<file path="config.mk">
export PLATFORM = sky130hd
export DESIGN_NAME = klein_dec_key_sequencer
export DESIGN_NICKNAME = d
export VERILOG_FILES = /design/src/rtl/klein_dec_key_sequencer.sv
export SDC_FILE = /design/constraint.sdc
export NUM_CORES = 1
export LEC_CHECK = 0
export CORE_UTILIZATION = 48
export DETAILED_ROUTE_END_ITERATION = 12
export GPL_TIMING_DRIVEN = 0
export PLACE_DENSITY = 0.65
export SYNTH_ARGS = -nofsm -noshare
export SYNTH_HDL_FRONTEND = slang
export SYNTH_SLANG_ARGS = --single-unit
</file>
<file path="constraint.sdc">
create_clock -name clk -period 11.6 [get_ports clk]
set_input_delay 2.9 -clock clk [delete_from_list [all_inputs] [get_ports clk]]
set_output_delay 2.9 -clock clk [all_outputs]
set_load 0.005 [all_outputs]
</file>
<file path="src/rtl/klein_dec_key_sequencer.sv">
// KLEIN-64 decryption key sequencer.
// Expands the master key into all NR+1 round keys, then hands them to the
// inverse-round controller newest-first over a valid/ready handshake.
module klein_dec_key_sequencer #(
  parameter int NR    = 12,
  parameter int IDX_W = 4
) (
  input  logic             clk,
  input  logic             rst_n,
  input  logic             start,
  input  logic [63:0]      key,
  output logic             busy,
  output logic             rk_valid,
  input  logic             rk_ready,
  output logic [63:0]      round_key,
  output logic [IDX_W-1:0] round_idx,
  output logic             done
);

  typedef enum logic [1:0] {
    S_IDLE   = 2'd0,
    S_EXPAND = 2'd1,
    S_ISSUE  = 2'd2
  } state_t;

  localparam logic [IDX_W-1:0] LAST_STEP = IDX_W'(NR);
  localparam logic [IDX_W-1:0] LAST_KEY  = IDX_W'(NR + 1);
  localparam logic [IDX_W-1:0] ONE       = IDX_W'(1);

  // Cipher S-box (an involution, so it also serves the inverse rounds)
  function automatic logic [3:0] sbox(input logic [3:0] x);
    case (x)
      4'h0: sbox = 4'h7;
      4'h1: sbox = 4'h4;
      4'h2: sbox = 4'hA;
      4'h3: sbox = 4'h9;
      4'h4: sbox = 4'h1;
      4'h5: sbox = 4'hF;
      4'h6: sbox = 4'hB;
      4'h7: sbox = 4'h0;
      4'h8: sbox = 4'hC;
      4'h9: sbox = 4'h3;
      4'hA: sbox = 4'h2;
      4'hB: sbox = 4'h6;
      4'hC: sbox = 4'h8;
      4'hD: sbox = 4'hE;
      4'hE: sbox = 4'hD;
      default: sbox = 4'h5;
    endcase
  endfunction

  state_t           r_state;
  logic [63:0]      r_buf [1:NR+1];
  logic [63:0]      r_cur;
  logic [IDX_W-1:0] r_i;
  logic             r_busy;
  logic             r_rk_valid;
  logic [63:0]      r_round_key;
  logic [IDX_W-1:0] r_round_idx;
  logic             r_done;

  logic             w_accept_start;
  logic [IDX_W-1:0] w_wr_idx;
  logic [IDX_W-1:0] w_ptr_dec;
  logic [7:0]       w_rc;
  logic [31:0]      w_a_rot;
  logic [31:0]      w_b_rot;
  logic [31:0]      w_a_new;
  logic [31:0]      w_b_mix;
  logic [15:0]      w_b_sub;
  logic [63:0]      w_next;

  // A start coinciding with the done pulse belongs to the finished sequence
  assign w_accept_start = (r_state == S_IDLE) && start && !r_done;
  assign w_wr_idx       = r_i + ONE;
  assign w_ptr_dec      = r_round_idx - ONE;
  assign w_rc           = 8'(r_i);

  // One forward schedule step: byte-rotate both halves, Feistel-like swap,
  // round constant into byte 2 of a, S-box on bytes 1 and 2 of b
  assign w_a_rot = {r_cur[55:32], r_cur[63:56]};
  assign w_b_rot = {r_cur[23:0],  r_cur[31:24]};
  assign w_a_new = w_b_rot ^ {16'h0000, w_rc, 8'h00};
  assign w_b_mix = w_a_rot ^ w_b_rot;

  for (genvar gi = 0; gi < 4; gi++) begin : g_sub
    assign w_b_sub[gi*4 +: 4] = sbox(w_b_mix[8 + gi*4 +: 4]);
  end

  assign w_next = {w_a_new, w_b_mix[31:24], w_b_sub, w_b_mix[7:0]};

  // Key buffer: master key on start, one expanded key per EXPAND cycle
  always_ff @(posedge clk) begin
    if (w_accept_start) begin
      r_buf[1] <= key;
    end else if (r_state == S_EXPAND) begin
      r_buf[w_wr_idx] <= w_next;
    end
  end

  // Control FSM with registered handshake outputs
  always_ff @(posedge clk or negedge rst_n) begin
    if (!rst_n) begin
      r_state     <= S_IDLE;
      r_cur       <= '0;
      r_i         <= '0;
      r_busy      <= 1'b0;
      r_rk_valid  <= 1'b0;
      r_round_key <= '0;
      r_round_idx <= '0;
      r_done      <= 1'b0;
    end else begin
      r_done <= 1'b0;
      case (r_state)
        S_IDLE: begin
          if (w_accept_start) begin
            r_cur   <= key;
            r_i     <= ONE;
            r_busy  <= 1'b1;
            r_state <= S_EXPAND;
          end
        end
        S_EXPAND: begin
          r_cur <= w_next;
          if (r_i == LAST_STEP) begin
            // Newest key goes straight to the output; the buffer copy is never read
            r_state     <= S_ISSUE;
            r_rk_valid  <= 1'b1;
            r_round_key <= w_next;
            r_round_idx <= LAST_KEY;
          end else begin
            r_i <= r_i + ONE;
          end
        end
        S_ISSUE: begin
          if (rk_ready) begin
            if (r_round_idx == ONE) begin
              r_rk_valid  <= 1'b0;
              r_busy      <= 1'b0;
              r_done      <= 1'b1;
              r_round_key <= '0;
              r_round_idx <= '0;
              r_state     <= S_IDLE;
            end else begin
              r_round_key <= r_buf[w_ptr_dec];
              r_round_idx <= w_ptr_dec;
            end
          end
        end
        default: r_state <= S_IDLE;
      endcase
    end
  end

  assign busy      = r_busy;
  assign rk_valid  = r_rk_valid;
  assign round_key = r_round_key;
  assign round_idx = r_round_idx;
  assign done      = r_done;

endmodule

</file>
==> flow_summary.yaml <==
setup_path:
  arrival_ps: 6010
  critPathMaxFanout: 9
  worst_ep_required_time_ps: 11970
  cp_cell_sequence: "clkdlybuf4s50_1, nor2b_1, mux2_2, nand2_1, nor3_2, buf_4, buf_6"
  critPathLaunch: "start"
  critPathCaptureType: "register"
  max_stage_delay_ps: 970
  path_class: "primary input to register"
  reg2reg_from: "round_idx[0]"
  crit_slowest_cell: "nor3_2"
  start_kind: "primary input"
floorplanning:
  core_sq_mm: 0.0811
  die_y_um: 289
  ios: 139
  initial_core_util_pct: 48.8
  fp.dieW_um: 289
  num_rows: 104
  dieArea_sq_mm: 0.0835
placement:
  dp_slack_ps: 5450
  routabilityCongestion: 0.904
  place.detailed.hpwl_mm: 79.2
  portBuffers: 138
  place_inst: 3620
routing:
  first_pass_iters: 5
  avgViaCountPerCell: 6.25
  via_count: 23800
  wl_per_cell_um: 30.2
  wl_mm: 115
  drt-initial-drc-count: 2755
  drc: 0
  ant_nets: 0
cells_and_area:
  fin_cells: 3808
  nFillCells: 6061
  area_growth_pct: 18.1
  drive_gt1_share_pct: 18.5
  layout.nets: 2749
sta:
  max_freq_mhz: 177
  finClkSkew_ps: 44.4
  slew_headroom_pct: 14.6
  drv_slew: 0
  layout_setup_ws_ps: 5960
  rsz0062_at_grt: "no"
  setup-violations-final: 0
  tightest_slew_ps: 1270
  period_needed_ps: 5640
  finalHoldViolCount: 0
  period_share_pct: 48.6
synth:
  synth_area_sq_mm: 0.0395
  synthArstFlopShare_pct: 14.5
  synth_edf_count: 832
  synth_cells: 2365
  synth.avg_cell_area_sq_um: 16.7
  yosys_warnings: 0
  ys_seq_area_share_pct: 72.1
  synth_cell_types: 52
  ys_seq_elements: 973
  yosysTopAreaCell: "edfxtp_1"
  syn_nets: 2453
  synth_top_area_share_pct: 63.2
  yosys-top-cells-count: "832 x edfxtp_1, 148 x nand2_1, 147 x a21oi_1, 141 x dfrtp_1, 140 x mux4_2"
  ys.flop_type: "edfxtp_1"
  synth.most_common_cell: "edfxtp_1"
  synth.area.top_cells: "edfxtp_1 63%, dfrtp_1 8.9%, mux4_2 8.0%"
clocking:
  clk_latency_ps: 690
  cts_tree: "yes"
  cts_hold_buf: 0
  clock_sinks: 973
  cts_buffer_depth: 3
  cts_buffers: 98
  cts_resized: 0
  cts-htree-levels: 3
  clk_pin_slew_ps: 60
  post_cts_buffers: 0
  cts_root_buffer: "clkbuf_16"
global_route:
  first_global_vias: 23600
  grt_overflow: 0
  grt_pass1_wl_mm: 165
  grt_max_degree: 108
  gr-usage-all-layers_pct: 27.9
  antenna_found_initial: 3
outcome:
  status: "finished, final reports clean"
flow_run:
  maxCapViolations: 0
worst_hold_path:
  hold_class: "register to register"
  hold_start: "round_key[59]"
sequential cells by signal (all words and copies together), names as in the netlist:
name       count
r_state        2
round_idx      4
round_key     64
r_buf        832
r_i            4
busy           1
rk_valid       1
r_cur         64
done           1
per-stage QoR:
step / area, sq um / setup TNS (ps) / utilization (%) / hold slack (ps)
after CTS: 46700 / 0 / 57.6 / 499
after detailed placement: 43400 / 0 / 53.5 / 485
after global placement: 42300 / -164330 / 52.1 / 480
after floorplan: 39500 / 0 / - / 480
after global routing: 46700 / 0 / 57.6 / 531
final: 46700 / 0 / 57.6 / 498
path summary, 6_finish.rpt:
path | to | slack [ps] | cells past startpoint
worst max-delay path | r_buf[13][5] | 5960 | 7
worst min-delay path | round_key[59] | 500 | 2
worst max register to register | round_key[7] | 6470 | 12
worst min register to register | round_key[59] | 500 | 2
max in group asynchronous | round_key[21] | 8530 | 2
min in group asynchronous | round_key[61] | 2110 | 1
layout by cell type, fill, tap and decap left out, drive strengths merged, types with 2 or more instances in the layout:
cell and n:
o31ai 51, clkbuf 212, nor2b 49, and3 28
mux4 140, a221oi 48, o21ai 139, inv 80
clkinv 31, nand3 6, o22ai 12, a21oi 148
clkdlybuf4s50 137, nand2 148, bufinv 12, mux2i 99
mux2 64, a31oi 3, o211ai 4, nor2 76
nor3 4, clkinvlp 8, a221o 2, a211o 58
o221ai 4, xor2 13, xnor2 30, dfrtp 141
nand2b 5, buf 128, ha 20, edfxtp 832
or3 3
cell families (layout without fill, tap and decap cells):
logic type	after synthesis	count (layout)	synth area share [%]
and+or+nand+nor	326	326	3.76
AOI/OAI and AO/OA	474	474	7.65
other	0	1	0
adders and majority gates	20	20	0.633
xor gates and xnor gates	43	43	1.03
DFF	973	973	72.1
muxes	303	303	12.3
buffers and inverters	226	608	2.53
worst max-delay path, delay by kind of cell:
| family | cells | cell delay, ps |
|---|---|---|
| and+or+nand+nor | 3 | 1750 |
| buffers and inverters | 3 | 1040 |
| muxes | 1 | 300 |
cell type report:
cell class                 count  area (sq um)  area share [%]
tap                         1060          1330            2.84
sequential                   973         28500            61.0
buffer                       152           722            1.55
inverter                      74           278           0.595
clock inverter                57           654            1.40
antenna                        1          2.50         0.00536
timing repair buffer         196          2400            5.14
clock buffer                 129          2680            5.74
multi-input combinational   1166         10100            21.7
per-layer routing:
layer  up-vias  GRT usage (%)  routed length (um)
li1       9832              -                   -
met1     12400           39.1               45800
met2      1406           43.0               52800
met3       212           5.40               11600
met4         2           11.7                4800
met5         -              0                  10
Power is left out: the tool's default activity adds up to more than one toggle a clock period on the data nets, which glitch-free logic cannot reach.
